## src/rtl/toggle_seq_pkg.sv

```systemverilog
// Shared definitions for the toggle sequencer.
//   - Default widths and reset period for toggle_seq_ctrl.
//   - Reset value of the optional toggle mask (all ones: every bit toggles).
//   - Sequencer state encoding.
package toggle_seq_pkg;

    localparam int unsigned DEFAULT_WIDTH   = 4;
    localparam int unsigned DEFAULT_CNT_W   = 5;
    localparam int unsigned DEFAULT_BURST_W = 8;
    // Period register value after reset: toggle every 30 cycles.
    localparam int unsigned DEFAULT_PERIOD  = 29;

    // Sliced down to WIDTH by the user.
    localparam logic [31:0] MASK_RST = '1;

    typedef enum logic [1:0] {
        StIdle,
        StRun,
        StHold
    } state_e;

endpackage

```

## src/rtl/toggle_tick_gen.sv

```systemverilog
// Period counter for the toggle sequencer.
// Ports:
//   clk    in   clock, rising edge
//   rst    in   synchronous active-high reset
//   en     in   count this cycle
//   clr    in   force counter to zero (wins over en)
//   period in   cycles-minus-one between ticks
//   tick   out  high in the counting cycle where the counter has reached period
module toggle_tick_gen
    import toggle_seq_pkg::*;
#(
    parameter int unsigned CNT_W = DEFAULT_CNT_W
) (
    input  logic             clk,
    input  logic             rst,
    input  logic             en,
    input  logic             clr,
    input  logic [CNT_W-1:0] period,
    output logic             tick
);

    logic [CNT_W-1:0] cnt;

    assign tick = en && (cnt == period);

    always_ff @(posedge clk) begin
        if (rst || clr) begin
            cnt <= '0;
        end else if (en) begin
            cnt <= tick ? '0 : cnt + CNT_W'(1);
        end
    end

endmodule

```

## src/rtl/toggle_seq_ctrl.sv

```systemverilog
// Programmable toggle sequencer: toggles q every (period+1) RUN cycles, either
// free-running or for a burst of N toggles, with start/pause/stop control.
// Ports:
//   clk, rst              clock and synchronous active-high reset
//   cfg_valid/cfg_ready   config handshake; accepted only in IDLE
//   cfg_period            cycles-minus-one between toggles
//   cfg_burst             toggles per run, 0 = free-run
//   cfg_mask              (TOGGLE_MASK_EN only) bits of q that toggle
//   start, pause, stop    run control; priority stop > pause > start
//   q                     toggled output
//   tick                  high in the cycle whose edge toggles q
//   busy                  state is not IDLE
//   done                  one-cycle pulse after the final burst toggle
// Optional feature macro: TOGGLE_MASK_EN.
module toggle_seq_ctrl
    import toggle_seq_pkg::*;
#(
    parameter int unsigned WIDTH      = DEFAULT_WIDTH,
    parameter int unsigned CNT_W      = DEFAULT_CNT_W,
    parameter int unsigned BURST_W    = DEFAULT_BURST_W,
    parameter int unsigned DEF_PERIOD = DEFAULT_PERIOD
) (
    input  logic               clk,
    input  logic               rst,
    input  logic               cfg_valid,
    output logic               cfg_ready,
    input  logic [CNT_W-1:0]   cfg_period,
    input  logic [BURST_W-1:0] cfg_burst,
`ifdef TOGGLE_MASK_EN
    input  logic [WIDTH-1:0]   cfg_mask,
`endif
    input  logic               start,
    input  logic               pause,
    input  logic               stop,
    output logic [WIDTH-1:0]   q,
    output logic               tick,
    output logic               busy,
    output logic               done
);

    state_e             state;
    logic [CNT_W-1:0]   period_r;
    logic [BURST_W-1:0] burst_r;
    logic [BURST_W-1:0] tcount;
    logic [WIDTH-1:0]   toggle_mask;
    logic               run_en;
    logic               cnt_clr;
    logic               last_toggle;

`ifdef TOGGLE_MASK_EN
    logic [WIDTH-1:0]   mask_r;
    assign toggle_mask = mask_r;
`else
    assign toggle_mask = '1;
`endif

    // stop masks the counter so a stop coinciding with a tick suppresses the toggle.
    assign run_en    = (state == StRun) && !stop;
    assign cnt_clr   = (state == StIdle) || stop;
    assign cfg_ready = (state == StIdle);
    assign busy      = (state != StIdle);

    // tcount holds toggles already made, so the one in flight is tcount+1.
    assign last_toggle = tick && (burst_r != '0) && ((tcount + BURST_W'(1)) == burst_r);

    toggle_tick_gen #(
        .CNT_W (CNT_W)
    ) u_tick_gen (
        .clk    (clk),
        .rst    (rst),
        .en     (run_en),
        .clr    (cnt_clr),
        .period (period_r),
        .tick   (tick)
    );

    always_ff @(posedge clk) begin
        if (rst) begin
            state    <= StIdle;
            tcount   <= '0;
            period_r <= CNT_W'(DEF_PERIOD);
            burst_r  <= '0;
            q        <= '0;
            done     <= 1'b0;
`ifdef TOGGLE_MASK_EN
            mask_r   <= MASK_RST[WIDTH-1:0];
`endif
        end else begin
            done <= 1'b0;
            unique case (state)
                StIdle: begin
                    if (cfg_valid) begin
                        period_r <= cfg_period;
                        burst_r  <= cfg_burst;
`ifdef TOGGLE_MASK_EN
                        mask_r   <= cfg_mask;
`endif
                    end
                    if (start && !stop) begin
                        state  <= StRun;
                        tcount <= '0;
                    end
                end
                StRun: begin
                    if (stop) begin
                        state  <= StIdle;
                        tcount <= '0;
                    end else begin
                        if (tick) begin
                            q      <= q ^ toggle_mask;
                            tcount <= tcount + BURST_W'(1);
                        end
                        // A completed burst ends the run even if pause is raised.
                        if (last_toggle) begin
                            state  <= StIdle;
                            tcount <= '0;
                            done   <= 1'b1;
                        end else if (pause) begin
                            state <= StHold;
                        end
                    end
                end
                StHold: begin
                    if (stop) begin
                        state  <= StIdle;
                        tcount <= '0;
                    end else if (!pause) begin
                        state <= StRun;
                    end
                end
                default: state <= StIdle;
            endcase
        end
    end

endmodule

```

## config.mk

```make
export PLATFORM = sky130hd
export DESIGN_NAME = toggle_seq_ctrl
export DESIGN_NICKNAME = d
export VERILOG_FILES = /design/src/rtl/toggle_seq_pkg.sv /design/src/rtl/toggle_tick_gen.sv /design/src/rtl/toggle_seq_ctrl.sv
export SDC_FILE = /design/constraint.sdc
export NUM_CORES = 1
export LEC_CHECK = 0
export ABC_CLOCK_PERIOD_IN_PS = 2760
export CORE_MARGIN = 2
export CORE_UTILIZATION = 50
export CTS_CLUSTER_DIAMETER = 50
export DETAILED_ROUTE_END_ITERATION = 8
export PLACE_DENSITY = 0.75
export SLEW_MARGIN = 20
export SYNTH_ARGS = -nofsm -noshare
export SYNTH_HDL_FRONTEND = slang
export SYNTH_SLANG_ARGS = --single-unit
```

## constraint.sdc

```tcl
create_clock -name clk -period 2.76 [get_ports clk]
set_input_delay 0.414 -clock clk [delete_from_list [all_inputs] [get_ports clk]]
set_output_delay 0.414 -clock clk [all_outputs]
set_load 0.02 [all_outputs]
```

==> impl_metrics.tcl, run 1 <==
set metrics [dict create \
    status "finished, final reports clean" \
    required_ns 2.99 \
    intPower_mw 0.645 \
    clk_pin_slew_ns 0.10 \
    cts.sinks 33 \
    whs_path_depth 2 \
    antenna_found_initial 0 \
    maxSlewViolCount 0 \
    post-cts-setup-buffers 0 \
    root_buffer "clkbuf_4" \
    reg2reg_from "state[0]$_SDFFE_PP0P_" \
    grt_pass1_wl_um 6270 \
    skew_ns 0.00503 \
    rows 21 \
    routed_wl_um 3530 \
    htreeDepth 2 \
    hold_viol_final 0 \
    p_total_mw 0.882 \
    placed_cells 289 \
    synth_warnings 0 \
    layout_commonest_cell "nand2_1" \
    place.gp.congestion 0.824 \
    place_area_sq_um 2070 \
    endpoint_kind "register" \
    crit_type "primary input to register" \
    via_per_inst 5.20 \
    power.switching_mw 0.236 \
    power.clock.fraction 0.296 \
    tns_ns 0 \
    layout_common_cells "nand2_1, dfxtp_1, clkdlybuf4s50_1" \
    die_h_um 63.3 \
    critPathArrivalTime_ns 2.54 \
    rrSetupSlack_ns 0.49 \
    num_antenna_cells 0 \
    powerDensity_nw_per_um2 415 \
    p_sw_frac 0.268 \
    cts_tree "built" \
    period_needed_ns 2.31 \
    drc 0 \
    overflow 0 \
    synth-edff-count 0 \
    fin_crit_sh 0.838 \
    yosysSeqAreaShare 0.376 \
    numCtsBuffers 5 \
    fmax_mhz 432 \
    leakagePower_nw 0.839 \
    dr_wl_met2_um 1590 \
    syn-cell-area_sq_um 1760 \
    area_growth_pct 20.9 \
    power.share.combinational 0.131 \
    grt_max_degree 23 \
    relSlewSlack 0.541 \
    ir_drop_uv 337 \
    synthArstFlopShare 0 \
    drtIter0Drc 63 \
    tightest_slew_ns 0.685 \
    rr_worst_depth 8 \
    wl_per_cell_um 11.9 \
    first_pass_iters 4 \
    worstPathMaxFanout 9 \
    die_w_um 63.3 \
    netlist_instances 219 \
    wl_met3_um 174 \
    synthDistinctLibCells 41 \
    grt_pass1_vias 1408 \
    fin_nets 271 \
    fin_util 0.632 \
    drtAntennaViolNets 0 \
    synth_ff_type "dfxtp_1" \
    maxCapViolations 0 \
    rsz0062_at_grt "false" \
    r2r-end "u_tick_gen.cnt[0]$_SDFFE_PP0P_" \
    start_kind "primary input" \
    start_util 0.523 \
    ys_ff_latch 33 \
    stdcell_count 297 \
    wirelength_met1_um 1720 \
    startpoint "stop" \
    vias 1544 \
    synth.net_count 240 \
    syn_avg_cell_area_sq_um 8.03 \
    core_sq_um 3360 \
    top_layer "met4" \
    die_area_sq_um 4010 \
    place_hpwl_um 2640 \
    pwr-share-seq 0.572 \
    endpoint "u_tick_gen.cnt[0]$_SDFFE_PP0P_" \
    track_usage 0.199 \
    drive_above_1_share 0.0837 \
    finalSetupViolations 0 \
    fin_area_sq_um 2120 \
    clock_path_buffers 2 \
    hp-class "register to register" \
    io_pins 27 \
    numPortBuffers 26 \
    clk_latency_ns 0.33 \
]
layout make-up:
cell class,instances,area [sq um]
clock buffer,6,41.3
clock inverter,2,10.0
fill,342,1240
inverter,2,7.51
multi-input combinational,176,1040
sequential,33,661
tap,46,57.6
timing repair buffer,32,308
state kept, by name (all words and copies together), names as in the netlist:
register,count
state,2
burst_r,8
u_tick_gen.cnt,5
done,1
tcount,8
period_r,5
q,4
worst max-delay path: stages:
cell and delay, ns:
clkdlybuf4s50_1 0.42, or3b_1 0.38, buf_4 0.17, or4_4 0.53, nor2_4 0.18, buf_4 0.22, nor3_1 0.06, a21oi_1 0.13
nor2_1 0.05
per-stage QoR:
step | hold slack [ns] | worst slack (ns)
2_1_floorplan | 0.449 | 0.352
3_3_place_gp | 0.470 | 0.0471
3_5_place_dp | 0.479 | 0.0665
4_1_cts | 0.493 | 0.0413
5_1_grt | 0.524 | 0.303
6_report | 0.490 | 0.447
Yosys cell counts, types with 3 or more instances:
cell / instances / area [sq um]
nand2_1: 51 / 191
dfxtp_1: 33 / 661
nor2_1: 20 / 75.1
a21oi_1: 15 / 75.1
xnor2_1: 13 / 114
xor2_1: 12 / 105
nor3_1: 7 / 35.0
and2_1: 5 / 31.3
clkbuf_1: 5 / 18.8
nand3b_1: 5 / 37.5
o21ai_0: 5 / 25.0
nand3_1: 4 / 20.0
nor2b_1: 4 / 25.0
o221ai_1: 4 / 35.0
nor4_1: 3 / 18.8
o21ai_1: 3 / 15.0
per-layer routing:
layer | track usage | up-vias
met5 | 0 | -
met4 | 0.0734 | 0
met3 | 0.0554 | 5
met2 | 0.305 | 32
met1 | 0.266 | 697
li1 | - | 810
power by group through the flow:
stage	Combinational, mW	Clock (mW)	Sequential (mW)
after floorplan	0.0711	0	0.511
after global placement	0.116	0	0.515
after detailed placement	0.117	0	0.516
after CTS	0.117	0.265	0.505
after global routing	0.131	0.293	0.507
final	0.116	0.261	0.505
worst min-delay path by stage:
stage | startpoint | end | slack, ns
after global placement | period_r[1]$_SDFFE_PP0P_ | period_r[1]$_SDFFE_PP0P_ | 0.47
after global routing | burst_r[4]$_SDFFE_PP0P_ | burst_r[4]$_SDFFE_PP0P_ | 0.52
after CTS | period_r[1]$_SDFFE_PP0P_ | period_r[1]$_SDFFE_PP0P_ | 0.49
final | burst_r[4]$_SDFFE_PP0P_ | burst_r[4]$_SDFFE_PP0P_ | 0.49
after floorplan | period_r[1]$_SDFFE_PP0P_ | period_r[1]$_SDFFE_PP0P_ | 0.45
after detailed placement | period_r[1]$_SDFFE_PP0P_ | period_r[1]$_SDFFE_PP0P_ | 0.48
kinds of logic after synthesis:
logic type,share of synthesized area
XOR/XNOR,0.125
AND/OR/NAND/NOR,0.323
flip-flops,0.376
multiplexers,0.0114
buffers and inverters,0.0327
adder cells (fa/ha/maj),0.0142
AO/OA/AOI/OAI,0.118
repair_timing:
action	4_1_cts	5_1_grt
resized for setup	0	1
hold buffers	0	0
setup endpoints to repair	0	1
(Power assumes the default switching activity.)
==> run 2: changes to the inputs <==
--- a/config.mk
+++ b/config.mk
@@ -5,7 +5,7 @@
 export SDC_FILE = /design/constraint.sdc
 export NUM_CORES = 1
 export LEC_CHECK = 0
-export ABC_CLOCK_PERIOD_IN_PS = 2760
+export ABC_CLOCK_PERIOD_IN_PS = 2370
 export CORE_MARGIN = 2
 export CORE_UTILIZATION = 50
 export CTS_CLUSTER_DIAMETER = 50
==> constraint.sdc (replaced) <==
create_clock -name clk -period 2.37 [get_ports clk]
set_input_delay 0.3555 -clock clk [delete_from_list [all_inputs] [get_ports clk]]
set_output_delay 0.3555 -clock clk [all_outputs]
set_load 0.02 [all_outputs]
==> impl_metrics.tcl, run 2 (synthesis gave the netlist of run 1 again) <==
set metrics [dict create \
    clk_latency_ns 0.34 \
    place_hpwl_um 2730 \
    area_growth_pct 25.2 \
    ir_drop_uv 348 \
    fin_ws_ns 0.0908 \
    root_buffer "clkbuf_4" \
    antenna_found_initial 0 \
    endpoint_kind "output pin" \
    via_per_inst 5.08 \
    num_antenna_cells 0 \
    rsz0062_at_grt "false" \
    io_pins 27 \
    first_pass_iters 4 \
    start_kind "primary input" \
    skew_ns 0.00547 \
    critPathArrivalTime_ns 1.92 \
    grt_pass1_vias 1528 \
    worstPathMaxFanout 2 \
    vias 1535 \
    crit_type "primary input to output pin" \
    drtIter0Drc 91 \
    powerDensity_nw_per_um2 536 \
    path_cells "clkdlybuf4s50_1 -> or3b_1 -> nand4bb_1 -> nor3_2 -> dlygate4sd2_1" \
    clk_pin_slew_ns 0.11 \
    hp-class "register to register" \
    cts_tree "built" \
    maxSlewViolCount 0 \
    start_util 0.523 \
    grt_max_degree 20 \
    drive_above_1_share 0.109 \
    layout_common_cells "nand2_1, dfxtp_1, clkdlybuf4s50_1" \
    fmax_mhz 439 \
    tightest_slew_ns 0.711 \
    routed_wl_um 3680 \
    post-cts-setup-buffers 0 \
    numCtsBuffers 5 \
    cts.sinks 33 \
    drc 0 \
    cp_num_buf_inv 2 \
    finalSetupViolations 0 \
    htreeDepth 2 \
    relSlewSlack 0.524 \
    clock_path_buffers 2 \
    place.gp.congestion 0.850 \
    critical-path-top-delay-family "simple AND/OR/NAND/NOR gates" \
    max_stage_delay_ns 0.41 \
    hold_viol_final 0 \
    period_needed_ns 2.28 \
    layout_commonest_cell "nand2_1" \
    nFillCells 324 \
    drtAntennaViolNets 0 \
    fin_crit_sh 0.962 \
    die_h_um 63.3 \
    reg_top3 "burst_r (8), tcount (8)" \
    tns_ns 0 \
    die_area_sq_um 4010 \
    grt_pass1_wl_um 6490 \
    hold_buffers 0 \
    fin_nets 276 \
    track_usage 0.205 \
    core_sq_um 3360 \
    place_ws_ns -0.188 \
    status "finished, final reports clean" \
    cp_slowest_cell "clkdlybuf4s50_1" \
    numPortBuffers 26 \
    wl_per_cell_um 12.2 \
    required_ns 2.01 \
    leakagePower_nw 0.865 \
    die_w_um 63.3 \
    rows 21 \
    overflow 0 \
    maxCapViolations 0 \
]
## run 2: cell count changes in the layout (fill, tap and decap cells not counted)
cell,change
clkinvlp_4,+1
buf_4,+5
bufinv_16,+1
clkinv_2,-2
dlymetal6s2s_1,-1
dlygate4sd2_1,+1
clkbuf_8,+1
nor3_2,+1
clkbuf_1,-1
nor3_1,-1
## run 2: area by class of cell
cell class	count	area, sq um	area share
timing repair buffer	37	342	0.155
clock inverter	2	37.5	0.0171
tap	46	57.6	0.0262
inverter	2	7.51	0.00341
multi-input combinational	176	1040	0.475
sequential	33	661	0.300
clock buffer	6	51.3	0.0233
## run 2: path summary, 6_finish.rpt
check,slack (ns),cells after the start,endpoint,from
hold / removal,0.49,2,period_r[1]$_SDFFE_PP0P_,period_r[1]$_SDFFE_PP0P_
setup / recovery,0.09,5,tick,stop
setup reg to reg,0.23,7,tcount[5]$_SDFFE_PP0P_,tcount[0]$_SDFFE_PP0P_
hold reg to reg,0.49,2,period_r[1]$_SDFFE_PP0P_,period_r[1]$_SDFFE_PP0P_
## run 2: worst reg2reg max path, delay by kind of cell, from the launching register on
kind	cells	cell delay, ns
XOR/XNOR	1	0.15
AO/OA/AOI/OAI	2	0.56
adder cells (fa/ha/maj)	1	0.28
flip-flops	1	0.43
AND/OR/NAND/NOR	3	0.63
## run 2: through the flow
step                      power (mW)  hold WS [ns]  area [sq um]  utilization  cells
after detailed placement       0.739         0.468          2110        0.628    294
after CTS                       1.19         0.484          2200        0.654    302
after floorplan                0.679         0.449          1760            -    219
after global routing            1.23         0.521          2200        0.654    302
final                           1.18         0.486          2200        0.654    302
after global placement         0.737         0.462          2110        0.628    294
## run 2: layer usage
layer | routed length (um) | GRT usage
met1 | 1880 | 0.274
met2 | 1580 | 0.324
met5 | 0 | 0
met4 | 51 | 0.0761
met3 | 163 | 0.0429
## run 2: power breakdown
group / switching, mW / internal, mW
logic: 0.0706 / 0.0694
registers: 0.0149 / 0.571
clock network: 0.203 / 0.251
## run 2: timing repair
action	in CTS	in global routing
setup endpoints to repair	1	0
gates resized for setup	1	0
endpoints found under the hold margin	0	0
==> run 3: changes to the inputs <==
--- a/config.mk
+++ b/config.mk
@@ -11,6 +11,7 @@
 export CTS_CLUSTER_DIAMETER = 50
 export DETAILED_ROUTE_END_ITERATION = 8
 export PLACE_DENSITY = 0.75
+export SKIP_CTS_REPAIR_TIMING = 1
 export SLEW_MARGIN = 20
 export SYNTH_ARGS = -nofsm -noshare
 export SYNTH_HDL_FRONTEND = slang
==> impl_metrics.tcl, run 3 (synthesis gave the netlist of run 1 again) <==
set metrics [dict create \
    rows 21 \
    clock_path_buffers 2 \
    critical-path-top-delay-family "simple AND/OR/NAND/NOR gates" \
    grt_pass1_vias 1528 \
    maxSlewViolCount 0 \
    numCtsBuffers 5 \
    wl_per_cell_um 12.2 \
    ir_drop_uv 348 \
    htreeDepth 2 \
    die_area_sq_um 4010 \
    via_per_inst 5.08 \
    numPortBuffers 26 \
    maxCapViolations 0 \
    cp_num_buf_inv 2 \
    start_util 0.523 \
    core_sq_um 3360 \
    die_w_um 63.3 \
    leakagePower_nw 0.879 \
    clk_pin_slew_ns 0.11 \
    antenna_found_initial 0 \
    status "finished, final reports clean" \
    worstPathMaxFanout 6 \
    path_cells "clkdlybuf4s50_1 -> or3b_1 -> buf_4 -> or4_4 -> o21ai_0 -> a21oi_1 -> nand2_1 -> o21ai_0" \
    area_growth_pct 25.4 \
    fmax_mhz 453 \
    endpoint_kind "register" \
    p_total_mw 1.18 \
    fin_hold_ws_ns 0.486 \
    tightest_slew_ns 0.711 \
    crit_type "primary input to register" \
    rsz0062_at_grt "false" \
    reg_top3 "burst_r (8), tcount (8)" \
    grt_pass1_wl_um 6490 \
    cts_tree "built" \
    die_h_um 63.3 \
    skew_ns 0.00543 \
    num_antenna_cells 0 \
    powerDensity_nw_per_um2 535 \
    cp_slowest_cell "or4_4" \
    vias 1535 \
    io_pins 27 \
    place_hpwl_um 2730 \
    hold_viol_final 0 \
    overflow 0 \
    layout_commonest_cell "nand2_1" \
    critPathMostFrequentCell "o21ai_0" \
    drtAntennaViolNets 0 \
    root_buffer "clkbuf_4" \
    tns_ns 0 \
    max_stage_delay_ns 0.52 \
    period_needed_ns 2.21 \
    finalSetupViolations 0 \
    ff_latch_area_sq_um 661 \
    cts.sinks 33 \
    start_kind "primary input" \
    place.gp.congestion 0.850 \
    drc 0 \
    drive_above_1_share 0.109 \
    track_usage 0.205 \
    clk_latency_ns 0.34 \
    routed_wl_um 3680 \
    multi_input_area_sq_um 1040 \
    drtIter0Drc 90 \
    nFillCells 324 \
    grt_max_degree 20 \
    hp-class "register to register" \
    layout_common_cells "nand2_1, dfxtp_1, clkdlybuf4s50_1" \
    first_pass_iters 4 \
    fin_nets 276 \
    relSlewSlack 0.524 \
    required_ns 2.60 \
    fin_crit_sh 0.932 \
    fin_util 0.656 \
    critPathArrivalTime_ns 2.43 \
]
[run 3: changes by cell type in the layout (fill, tap and decap cells not counted)]
cell / before / now
dlygate4sd2_1: 1 / 0
dlymetal6s2s_1: 0 / 1
[run 3: per-layer routing]
metal	share of wire	vias up	global-route usage
li1	-	824	-
met5	0	-	0
met3	0.044	5	0.0429
met4	0.014	0	0.0761
met2	0.43	40	0.324
met1	0.51	666	0.274
[run 3: final timing paths]
| check | start | to | slack, ns | cells past startpoint |
|---|---|---|---|---|
| max | stop | tcount[0]$_SDFFE_PP0P_ | 0.16 | 8 |
| max reg2reg | tcount[0]$_SDFFE_PP0P_ | tcount[5]$_SDFFE_PP0P_ | 0.23 | 7 |
| min | period_r[1]$_SDFFE_PP0P_ | period_r[1]$_SDFFE_PP0P_ | 0.49 | 2 |
| min reg2reg | period_r[1]$_SDFFE_PP0P_ | period_r[1]$_SDFFE_PP0P_ | 0.49 | 2 |
[run 3: final cells by class]
| class | count | area share |
|---|---|---|
| tap | 46 | 0.0261 |
| timing repair buffer | 37 | 0.157 |
| inverter | 2 | 0.00341 |
| clock inverter | 2 | 0.0170 |
| clock buffer | 6 | 0.0233 |
| multi-input combinational | 176 | 0.474 |
| sequential | 33 | 0.300 |
[run 3: report_power, final]
part           switching [mW]  internal [mW]
combinational          0.0706         0.0694
clock                   0.203          0.251
sequential             0.0149          0.571
[run 3: tightest hold or removal path, delay by kind of cell, from the launching register on]
| family | cells | cell delay, ns |
|---|---|---|
| AOI/OAI and AO/OA | 1 | 0.05 |
| DFF | 1 | 0.34 |
| and+or+nand+nor | 1 | 0.06 |
[run 3: per-stage QoR]
stage                     cells  area [sq um]  setup WS [ns]
final                       302          2200          0.162
after detailed placement    294          2110         -0.188
after global routing        302          2200         0.0525
after CTS                   302          2200         -0.194
after global placement      294          2110         -0.187
after floorplan             219          1760          0.215
